## config.mk

```make
export PLATFORM = sky130hd
export DESIGN_NAME = rf_wb_arbiter
export DESIGN_NICKNAME = d
export VERILOG_FILES = /design/src/rtl/rf_wb_arbiter.sv
export SDC_FILE = /design/constraint.sdc
export NUM_CORES = 1
export LEC_CHECK = 0
export CAP_MARGIN = 20
export CORE_AREA = 4 4 230 232
export CTS_BUF_LIST = sky130_fd_sc_hd__clkbuf_8 sky130_fd_sc_hd__clkbuf_16
export DETAILED_ROUTE_END_ITERATION = 8
export DIE_AREA = 0 0 234 236
export GPL_TIMING_DRIVEN = 0
export REMOVE_ABC_BUFFERS = 1
export SLEW_MARGIN = 20
export SYNTH_ARGS = -nofsm -noshare
export SYNTH_HDL_FRONTEND = slang
export SYNTH_SLANG_ARGS = --single-unit
```

## constraint.sdc

```tcl
create_clock -name clk -period 16.7 [get_ports clk]
set_clock_uncertainty 0.15 [all_clocks]
set_input_delay 3.34 -clock clk [delete_from_list [all_inputs] [get_ports clk]]
set_output_delay 3.34 -clock clk [all_outputs]
set_load 0.01 [all_outputs]
```

## src/rtl/rf_wb_arbiter.sv

```systemverilog
// Purpose: round-robin write-back arbiter for the single-port vector register file, plus the pending-write scoreboard.
// Latency: grant to registered write command is 1 cycle; the scoreboard and the conflict pulse are also registered (1 cycle).
// Backpressure: none from the register file. Exactly one valid requester is granted each cycle; the others hold until granted.
module rf_wb_arbiter #(
    parameter int DataWidth  = 32,
    parameter int IndexWidth = 5,
    parameter int NumReq     = 3
) (
    input  logic                            clk,
    input  logic                            rstn,
    input  logic [NumReq-1:0]               req_valid,
    output logic [NumReq-1:0]               req_ready,
    input  logic [NumReq*IndexWidth-1:0]    req_addr,
    input  logic [NumReq*4*DataWidth-1:0]   req_data,
    input  logic [NumReq*4-1:0]             req_mask,
    output logic                            wr_en,
    output logic [IndexWidth-1:0]           wr_addr,
    output logic [4*DataWidth-1:0]          wr_data,
    output logic [3:0]                      wr_mask,
    input  logic                            claim_valid,
    input  logic [IndexWidth-1:0]           claim_addr,
    output logic [(2**IndexWidth)-1:0]      busy,
    output logic                            claim_conflict
);

    localparam int PtrW   = (NumReq > 1) ? $clog2(NumReq) : 1;
    localparam int NumReg = 2 ** IndexWidth;
    localparam int EntryW = 4 * DataWidth;

    logic [PtrW-1:0]       rr_ptr_q, rr_ptr_d;
    logic                  wr_en_q, wr_en_d;
    logic [IndexWidth-1:0] wr_addr_q;
    logic [EntryW-1:0]     wr_data_q;
    logic [3:0]            wr_mask_q;
    logic [NumReg-1:0]     busy_q, busy_d;
    logic                  conflict_q, conflict_d;

    logic [NumReq-1:0]     grant;
    logic                  any_gnt;
    int                    win_idx;
    logic [IndexWidth-1:0] win_addr;
    logic [EntryW-1:0]     win_data;
    logic [3:0]            win_mask;
    logic [NumReg-1:0]     set_vec, clr_vec;
    logic                  claim_hit;

    // Round-robin pick: scan from rr_ptr upward (wrapping), first valid wins; nothing is granted while in reset.
    always_comb begin
        int idx;
        grant   = '0;
        any_gnt = 1'b0;
        win_idx = 0;
        idx     = 0;
        for (int k = 0; k < NumReq; k++) begin
            idx = (int'(rr_ptr_q) + k) % NumReq;
            if (rstn && !any_gnt && req_valid[idx]) begin
                any_gnt    = 1'b1;
                grant[idx] = 1'b1;
                win_idx    = idx;
            end
        end
    end

    assign req_ready = grant;
    assign win_addr  = req_addr[win_idx*IndexWidth +: IndexWidth];
    assign win_data  = req_data[win_idx*EntryW +: EntryW];
    assign win_mask  = req_mask[win_idx*4 +: 4];

    // Next pointer sits just past the winner; an idle cycle leaves it alone.
    always_comb begin
        rr_ptr_d = rr_ptr_q;
        if (any_gnt) begin
            rr_ptr_d = PtrW'((win_idx + 1) % NumReq);
        end
    end

    // Writes to r0 or with an empty lane mask are consumed but never reach the register file.
    assign wr_en_d = any_gnt && (win_addr != '0) && (win_mask != 4'b0000);

    // Scoreboard: clear on any granted write, then set on a claim so a fresh producer wins the tie; r0 never busy.
    always_comb begin
        set_vec = '0;
        clr_vec = '0;
        if (any_gnt) begin
            clr_vec[win_addr] = 1'b1;
        end
        if (claim_valid && (claim_addr != '0)) begin
            set_vec[claim_addr] = 1'b1;
        end
        busy_d    = (busy_q & ~clr_vec) | set_vec;
        busy_d[0] = 1'b0;
    end

    // A claim conflicts only if the register stays in flight, i.e. it is not retiring in this same cycle.
    assign claim_hit  = claim_valid && (claim_addr != '0) && busy_q[claim_addr];
    assign conflict_d = claim_hit && !(any_gnt && (win_addr == claim_addr));

    // Pointer, scoreboard and conflict pulse registers.
    always_ff @(posedge clk or negedge rstn) begin
        if (!rstn) begin
            rr_ptr_q   <= '0;
            busy_q     <= '0;
            conflict_q <= 1'b0;
        end else begin
            rr_ptr_q   <= rr_ptr_d;
            busy_q     <= busy_d;
            conflict_q <= conflict_d;
        end
    end

    // Registered write command: payload loads on every grant (dropped ones too), holds when idle.
    always_ff @(posedge clk or negedge rstn) begin
        if (!rstn) begin
            wr_en_q   <= 1'b0;
            wr_addr_q <= '0;
            wr_data_q <= '0;
            wr_mask_q <= '0;
        end else begin
            wr_en_q <= wr_en_d;
            if (any_gnt) begin
                wr_addr_q <= win_addr;
                wr_data_q <= win_data;
                wr_mask_q <= win_mask;
            end
        end
    end

    assign wr_en          = wr_en_q;
    assign wr_addr        = wr_addr_q;
    assign wr_data        = wr_data_q;
    assign wr_mask        = wr_mask_q;
    assign busy           = busy_q;
    assign claim_conflict = conflict_q;

endmodule
```

## Word-level counts from Yosys, hierarchy flattened

Index checks and enable logic that the tools add are counted.

- Output and inout port bits: 174
- Flip-flop bits (word level): 172

- Bitwise gates (word level): 5
- Add/subtract/negate cells: 3
- Div/mod/pow operators: 4
- Order comparisons: 10
- Equality and inequality tests: 1
- Mux-type cells: 32
- Shift operators: 3
- $mul: 1
- Reductions and logical operators: 22

Operators by type and width:

| cell | count |
|---|---|
| $shiftx A384 B32 Y128 | 1 |
| $mux W32 | 5 |
| $ge A32 B1 Y1 const B | 3 |
| $lt A32 B4 Y1 const B | 3 |
| $mod A32 B3 Y32 const B | 3 |
| $add A32 B2 Y32 const B | 1 |
| $and A32 B32 Y32 | 1 |
| $mod A3 B3 Y32 const B | 1 |
| $mul A32 B4 Y32 const B | 1 |
| $not A32 Y32 | 1 |
| $or A32 B32 Y32 | 1 |
| $shiftx A12 B32 Y4 | 1 |
| $shiftx A15 B32 Y5 | 1 |
| $logic_and A1 B1 Y1 | 16 |
| $mux W1 | 15 |
| $lt A5 B6 Y1 const B | 2 |
| $demux W1 S5 | 2 |
| $ge A5 B1 Y1 const B | 2 |
| $reduce_bool A5 Y1 | 2 |
| $mux W3 | 3 |
| $bmux W1 S2 | 3 |
| $demux W1 S2 | 3 |
| $or A3 B3 Y3 | 2 |
| $bmux W1 S5 | 1 |
| other kinds (5) | 7 |

## Longest topological paths before layout

Gate-level depths: netlist of the first run.

- Depth after elaboration: 24
- Mapped depth: 26

## Least setup slack after synthesis of the first run

No wires, ideal clock.

- Path kind: input to register
- From: in req_valid[0]
- To: reg rr_ptr_q[0]
- Slack: 8.114 ns
- Buffers on the path: 0
- Stages on the path: 22
- Arrival time: 8.356 ns
- Cell sequence: mux2_4 > mux2_4 > a2111oi_2 > a21o_2 > clkinv_1 > ha_1 > nor3_1 > o211a_1 > a2bb2oi_1 > a211oi_1 > a211o_1 > a21oi_1 > a21oi_1 > ha_1 > a311oi_4 > xnor2_1 > ha_1 > or3_1 > mux2i_1 > nor3_1 > or4_1 > o211ai_2

- Longest elaborated chain between the ends: 15
- Elaborated cells between the ends (all ways): 24

Ends and longest elaborated chain:

| item | RTL line | text |
|---|---|---|
| start, declared | 11 | `input logic [NumReq-1:0] req_valid,` |
| $bmux W1 S2 | 56 | `if (rstn && !any_gnt && req_valid[idx]) begin` |
| $mux W1 (not written as such) (2 in a row) | 56 |  |
| $logic_and A1 B1 Y1 | 56 |  |
| $mux W1 | 56 |  |
| $logic_not A1 Y1 | 56 |  |
| $logic_and A1 B1 Y1 (2 in a row) | 56 |  |
| $mux W1 | 56 |  |
| $logic_not A1 Y1 | 56 |  |
| $logic_and A1 B1 Y1 (2 in a row) | 56 |  |
| $mux W32 | 56 |  |
| $add A32 B2 Y32 | 73 | `rr_ptr_d = PtrW'((win_idx + 1) % NumReq);` |
| $mod A32 B3 Y32 | 73 |  |
| end signal, assigned | 105 | `rr_ptr_q <= rr_ptr_d;` |
| end, declared | 30 | `logic [PtrW-1:0] rr_ptr_q, rr_ptr_d;` |

Several ways; a longest one is shown, not always the timed one. The select of a mux whose other input is x is not followed.
A chain may end at the register's enable or synchronous reset.

## Worst setup path in the final report of the first run

- From: in req_valid[2]
- To: reg rr_ptr_q[1]

The elaborated chain is that of the path after synthesis.

==> key figures, run 1 <==
Final layout
  – Footprint of the multi-input gates: 0.00583 mm²
  – # nets final: 2191
  – Layout cells sized above 1: 5.11%
  – Reg area: 0.00430 mm²
  – Core Util, Final: 35.2%
  – Fill cells: 5156
  – Area Overhead vs Synth: 68.4%

CTS
  – TritonCTS Buffers: 17
  – Postcts setup bufs: 0
  – Clock Pin Slew Worst Setup and Hold Paths: 0.07 ns
  – H-tree Lvls: 4
  – Cts hold-fix bufs: 0
  – Clk Latency, worst-skew pair: 0.47 ns
  – CTS tree: done
  – Post-CTS Resized: 0
  – Clock buffer depth: 2
  – Root buffer cell: clkbuf_16
  – CTS sink count: 172

Run
  – Number of max-cap violations: 0

Worst setup path
  – Flop2flop setup slack: 9.19 ns
  – Worst path cell trace: clkdlybuf4s50_1 > mux2_4 > mux2_4 > a2111oi_2 > a21o_4 > clkinv_1 > ha_1 > nor3_1 > o211a_1 > a2bb2oi_1 > a211oi_1 > a211o_1 > a21oi_1 > a21oi_1 > ha_1 > a311oi_4 > xnor2_1 > ha_1 > and4b_1 > and3_1 > nor3_1 > o211ai_1 > nor3b_1
  – Startpoint Class: primary input
  – Critical-path maximum fanout: 11
  – Worst path buffer plus inverter count: 2
  – Worst path required time: 16.89 ns
  – Crit path max-delay family: compound AO/OA/AOI/OAI gates
  – Crit path max-delay cell type: a2111oi_2
  – Critical Path AT: 9.82 ns
  – Cell repeated most along the worst path: ha_1
  – Max incr delay on CP: 0.66 ns
  – Crit. End Element: flip-flop
  – Critical path class: primary input to flip-flop

GRT
  – First-pass GRT wire length: 73500 µm
  – Gr ovfl total: 0
  – Vias in the first global route: 12200
  – GR Util All Layers: 17.2%
  – Pin count of the biggest net entering global routing: 95
  – Initial antenna violation count: 3

Placed design
  – Setup WS pre-CTS: 6.58 ns
  – Port bufs: 594
  – GP Congestion: 0.890
  – Dpl hpwl: 39500 µm

Logic synthesis
  – EDFF count, synth: 0
  – #FFs+latches synth: 172
  – Cells after Synth: 1239
  – Async SR Flop Fraction: 100%
  – Synth warn: 0
  – Top_reg_cell synth: dfrtp_1
  – Netlist Area Pre-Place: 0.0107 mm²
  – Distinct cells, synth: 83
  – Seq/Total Area, Yosys: 40.4%
  – Syn avg cell area: 8.60 µm²

Route
  – Initial DRC count: 840
  – DRT antenna net count: 0
  – Initial DRT Pass Iterations: 6
  – Wire per inst: 20.5 µm
  – Post-route DRC: 0
  – WL final: 50100 µm
  – Vias post-DR: 12100
  – Via density: 4.95

Timing
  – Final min period: 9.63 ns
  – Max-slew violations: 0
  – Min Hold Slack: 0.322 ns
  – Worst setup margin: 7.07 ns
  – Slew headroom: 42.7%
  – Sum Neg Setup Slack: 0 ns
  – Setup violations, final: 0
  – Peak Freq: 104 MHz
  – Final Hold Viols: 0
  – Fin crit share: 57.6%
  – Worst slew pin tran: 0.838 ns
  – RSZ-0062 raised after global routing: false

Run status
  – Status: finished clean

Die
  – Die width: 234 µm
  – I/O pin count: 596
  – CORE AREA: 0.0510 mm²
  – Initial Utilization: 20.9%
  – Die ar.: 0.0552 mm²
  – Site Rows: 83
  – Die Y: 236 µm

Worst hold path
  – Min-Delay Path Class: flip-flop to flip-flop

Power and ir drop
  – Pwr Density: 209 mW/mm²
  – Total power: 3.75 mW
  – Worst VDD drop: 136 µV
  – Pleak: 6.94 nW
worst min-delay path, cell delays in order, from the launching register on:
cell and delay, ns:
dfrtp_1 0.34, nand2_1 0.05, o41ai_1 0.05
where the power goes:
group / switching [mW] / internal (mW) / total (mW) / leakage (nW)
registers: 0.128 / 0.645 / 0.772 / 2.11
logic: 1.46 / 1.09 / 2.55 / 4.54
clock network: 0.194 / 0.227 / 0.421 / 0.288
cells in the final DEF, fill, tap and decap left out, types with 4 or more instances in the layout:
master and instances:
nand3_1 10, nor2_1 158, a211oi_1 13, o22ai_1 132, dfrtp_1 172, clkbuf_16 17
nand4_1 9, inv_1 19, o2bb2ai_1 4, ha_1 19, nor3_1 8, nor4_1 4
nand2b_1 9, o41ai_1 128, nand2_1 223, o211ai_1 11, xnor2_1 10, mux4_2 10
clkdlybuf4s50_1 593, inv_6 6, and2_1 4, o21ai_0 52, buf_16 10, mux2i_1 12
a21oi_1 15, mux2_2 7
worst paths after layout:
kind,from,end,depth (start not counted)
worst max-delay path,req_valid[2],rr_ptr_q[1]$_DFFE_PN0P_,23
worst min-delay path,wr_data[122]$_DFFE_PN0P_,wr_data[122]$_DFFE_PN0P_,2
worst max register to register,rr_ptr_q[1]$_DFFE_PN0P_,rr_ptr_q[1]$_DFFE_PN0P_,25
worst min register to register,wr_data[122]$_DFFE_PN0P_,wr_data[122]$_DFFE_PN0P_,2
max in group asynchronous,rstn,wr_data[33]$_DFFE_PN0P_,2
min in group asynchronous,rstn,wr_data[90]$_DFFE_PN0P_,1
state kept, by name (all words and copies together) (netlist names):
signal	flops
wr_mask	4
wr_en	1
claim_conflict	1
wr_data	128
rr_ptr_q	2
wr_addr	5
busy	31
layer usage:
layer / GRT usage (%) / part of all wire [%]
met1: 21.2 / 41
met2: 28.6 / 48
met3: 4.86 / 8.5
met4: 6.05 / 2.6
met5: 0 / 0.026
cell type report:
cell class,count,area share [%]
diodes,2,0.0279
clock buffers,18,2.45
clock inverters,14,0.893
inverters,20,0.446
multi-input cells,931,32.5
flip-flops and latches,172,24.0
well taps,680,4.74
repair buffers,607,35.0
cell usage after synthesis, drive strengths merged (8+ instances only):
library cell  count  area, µm²
nand2           224        841
dfrtp           172       4300
nor2            158        593
o22ai           132        826
o41ai           128       1120
clkbuf           92        345
o21ai            54        282
buf              24        121
ha               19        238
inv              19       71.3
a21oi            16       91.3
a211oi           15        123
o211ai           13        108
mux2i            12        120
mux4             10        225
nand3            10       50.1
xnor2            10       87.6
mux2              9        109
nand2b            9       56.3
nand4             9       56.3
nor3              8       40.0
logic make-up after synthesis:
group,count (synthesis),share of synthesized area [%]
buf+inv,136,5.09
xor+xnor,13,1.07
other cells,1,0.0352
flops,172,40.4
fa+ha+maj,20,2.42
simple gates,452,17.7
compound gates,414,29.0
mux,31,4.26
stage by stage:
| stage | area (µm²) | std cells |
|---|---|---|
| 2_1_floorplan | 10200 | 1123 |
| 3_3_place_gp | 17000 | 2397 |
| 3_5_place_dp | 17300 | 2409 |
| 4_1_cts | 17900 | 2441 |
| 5_1_grt | 17900 | 2444 |
| 6_report | 17900 | 2444 |
(Power assumes the default switching activity.)
==> run 2, diff against run 1 <==
==> constraint.sdc (replaced) <==
create_clock -name clk -period 8.3 [get_ports clk]
set_clock_uncertainty 0.15 [all_clocks]
set_input_delay 1.66 -clock clk [delete_from_list [all_inputs] [get_ports clk]]
set_output_delay 1.66 -clock clk [all_outputs]
set_load 0.01 [all_outputs]
==> key figures, run 2 (synthesis gave the netlist of run 1 again) <==
Run status
  – Status: finished clean

CTS
  – Clock Pin Slew Worst Setup and Hold Paths: 0.07 ns (about the same)
  – Root buffer cell: clkbuf_16
  – Postcts setup bufs: 0 (unchanged)
  – Post-CTS Resized: 0 (unchanged)
  – CTS tree: done
  – TritonCTS Buffers: 17 (unchanged)
  – Clk Latency, worst-skew pair: 0.47 ns (about the same)
  – Clock buffer depth: 2 (unchanged)
  – H-tree Lvls: 4 (unchanged)
  – Cts hold-fix bufs: 0 (unchanged)
  – CTS sink count: 172 (unchanged)

Final layout
  – Most frequent cells in the layout: clkdlybuf4s50_1 (593), nand2_1 (223), dfrtp_1 (172)
  – # nets final: 2191 (unchanged)
  – Max reg flops: 128 (unchanged)
  – Commonest non-fill, non-tap cell in the layout: clkdlybuf4s50_1
  – Fill cells: 5156 (unchanged)
  – Layout cells sized above 1: 5.11% (unchanged)
  – Area Overhead vs Synth: 68.6% (about the same)

Die
  – Die ar.: 0.0552 mm² (unchanged)
  – I/O pin count: 596 (unchanged)
  – CORE AREA: 0.0510 mm² (unchanged)
  – Site Rows: 83 (unchanged)
  – Initial Utilization: 20.9% (unchanged)
  – Die Y: 236 µm (unchanged)
  – Die width: 234 µm (unchanged)

Route
  – Initial DRT Pass Iterations: 6 (unchanged)
  – Post-route DRC: 0 (unchanged)
  – Via density: 4.96 (+0.22%)
  – Wire per inst: 20.6 µm (+0.32%)
  – DRT antenna net count: 0 (unchanged)
  – WL final: 50300 µm (+0.32%)
  – Initial DRC count: 818 (-2.6%)
  – Vias post-DR: 12100 (+0.22%)

Worst setup path
  – Worst path cell trace: clkdlybuf4s50_1 > mux2_2 > o211a_1 > o211ai_1 > clkbuf_4 > a21o_4 > clkinv_1 > ha_1 > nor3_1 > o211a_1 > a2bb2oi_1 > a211oi_1 > a211o_1 > a21oi_1 > a21oi_1 > ha_1 > a311oi_4 > xnor2_1 > ha_1 > and4b_1 > and3_1 > nor3_1 > o211ai_1 > nor3b_1
  – Startpoint Class: primary input
  – Worst path required time: 8.49 ns (-8.40 ns)
  – Critical-path maximum fanout: 11 (unchanged)
  – Max incr delay on CP: 0.49 ns (-0.17 ns)
  – Cell repeated most along the worst path: ha_1
  – Critical Path AT: 8.04 ns (-1.78 ns)
  – Crit path max-delay cell type: clkdlybuf4s50_1
  – Critical path class: primary input to flip-flop
  – Worst path buffer plus inverter count: 3 (+1)
  – Crit. End Element: flip-flop
  – Crit path max-delay family: compound AO/OA/AOI/OAI gates

Timing
  – Max-slew violations: 0 (unchanged)
  – Worst setup margin: 0.451 ns (-6.62 ns)
  – Sum Neg Setup Slack: 0 ns (unchanged)
  – Slew headroom: 42.6% (-0.097 points)
  – Min Hold Slack: 0.323 ns (+0.00132 ns)
  – Worst slew pin tran: 0.840 ns (+0.00142 ns)
  – Peak Freq: 127 MHz
  – Setup violations, final: 0 (unchanged)
  – Final Hold Viols: 0 (unchanged)
  – RSZ-0062 raised after global routing: false
  – Fin crit share: 94.6%
  – Final min period: 7.85 ns

GRT
  – Initial antenna violation count: 3 (unchanged)
  – Gr ovfl total: 0 (unchanged)
  – Vias in the first global route: 12200 (unchanged)
  – First-pass GRT wire length: 73500 µm (unchanged)
  – Pin count of the biggest net entering global routing: 95 (unchanged)
  – GR Util All Layers: 17.2% (unchanged)

Placed design
  – Dpl hpwl: 39500 µm (unchanged)
  – Setup WS pre-CTS: -0.138 ns (-6.72 ns)
  – Port bufs: 594 (unchanged)
  – GP Congestion: 0.890 (unchanged)

Power and ir drop
  – Pwr Density: 421 mW/mm² (+100%)
  – Pleak: 6.94 nW (about the same)
  – Worst VDD drop: 274 µV (+100%)

Run
  – Number of max-cap violations: 0 (unchanged)

Worst hold path
  – Min-Delay Path Class: flip-flop to flip-flop
## run 2: cell counts in the layout (fill, tap and decap cells not counted)
No cell type changed its count.
## run 2: metal layers
layer | share of wire [%] | track usage (%) | vias up
li1 | - | - | 5714
met1 | 41 | 21.2 | 5836
met2 | 48 | 28.6 | 493
met3 | 8.2 | 4.86 | 70
met4 | 2.7 | 6.05 | 2
met5 | 0.026 | 0 | -
## run 2: final timing paths
path | startpoint | end | slack, ns | cells past startpoint
min in group asynchronous | rstn | wr_data[90]$_DFFE_PN0P_ | 0.85 | 1
worst min-delay path | wr_data[122]$_DFFE_PN0P_ | wr_data[122]$_DFFE_PN0P_ | 0.32 | 2
worst max register to register | rr_ptr_q[1]$_DFFE_PN0P_ | rr_ptr_q[1]$_DFFE_PN0P_ | 0.77 | 25
worst min register to register | wr_data[122]$_DFFE_PN0P_ | wr_data[122]$_DFFE_PN0P_ | 0.32 | 2
max in group asynchronous | rstn | wr_data[33]$_DFFE_PN0P_ | 6.43 | 2
worst max-delay path | req_valid[2] | rr_ptr_q[1]$_DFFE_PN0P_ | 0.45 | 24
## run 2: where the power goes
group	internal [mW]	switching (mW)	total [mW]
combinational	2.20	2.95	5.15
sequential	1.30	0.257	1.55
clock	0.457	0.391	0.848
## run 2: final cells by class
type,count,area (µm²),share of cell area (%)
multi-input combinational,931,5840,32.5
antenna,2,5.00,0.0279
clock buffer,18,439,2.45
inverter,20,80.1,0.446
sequential,172,4300,24.0
tap,680,851,4.74
timing repair buffer,607,6270,34.9
clock inverter,14,160,0.892
## run 2: worst register-to-register path, cell delays in order (launching register included)
cell	delay (ns)
dfrtp_1	0.55
inv_1	0.17
ha_1	0.57
mux2_2	0.40
o211a_1	0.30
o211ai_1	0.27
clkbuf_4	0.33
a21o_4	0.28
clkinv_1	0.34
ha_1	0.48
nor3_1	0.38
o211a_1	0.24
a2bb2oi_1	0.21
a211oi_1	0.13
a211o_1	0.32
a21oi_1	0.17
a21oi_1	0.05
ha_1	0.28
a311oi_4	0.31
xnor2_1	0.16
ha_1	0.22
and4b_1	0.20
and3_1	0.17
nor3_1	0.43
o211ai_1	0.13
nor3b_1	0.18
## run 2: stage by stage
step	instances	util [%]	instance area, µm²	total power [mW]
finish	2444	35.2	18000	7.55
global route	2444	35.2	18000	8.11
CTS	2441	35.2	17900	7.58
detailed placement	2409	34.0	17300	6.70
global placement	2397	33.3	17000	6.59
floorplan	1123	-	10200	4.47
==> run 3, diff against run 2 <==
--- a/config.mk
+++ b/config.mk
@@ -5,6 +5,7 @@
 export SDC_FILE = /design/constraint.sdc
 export NUM_CORES = 1
 export LEC_CHECK = 0
+export ABC_CLOCK_PERIOD_IN_PS = 8300
 export CAP_MARGIN = 20
 export CORE_AREA = 4 4 230 232
 export CTS_BUF_LIST = sky130_fd_sc_hd__clkbuf_8 sky130_fd_sc_hd__clkbuf_16
==> results of run 3 <==
No change in the layout: final DEF, timing and power equal those of run 2.
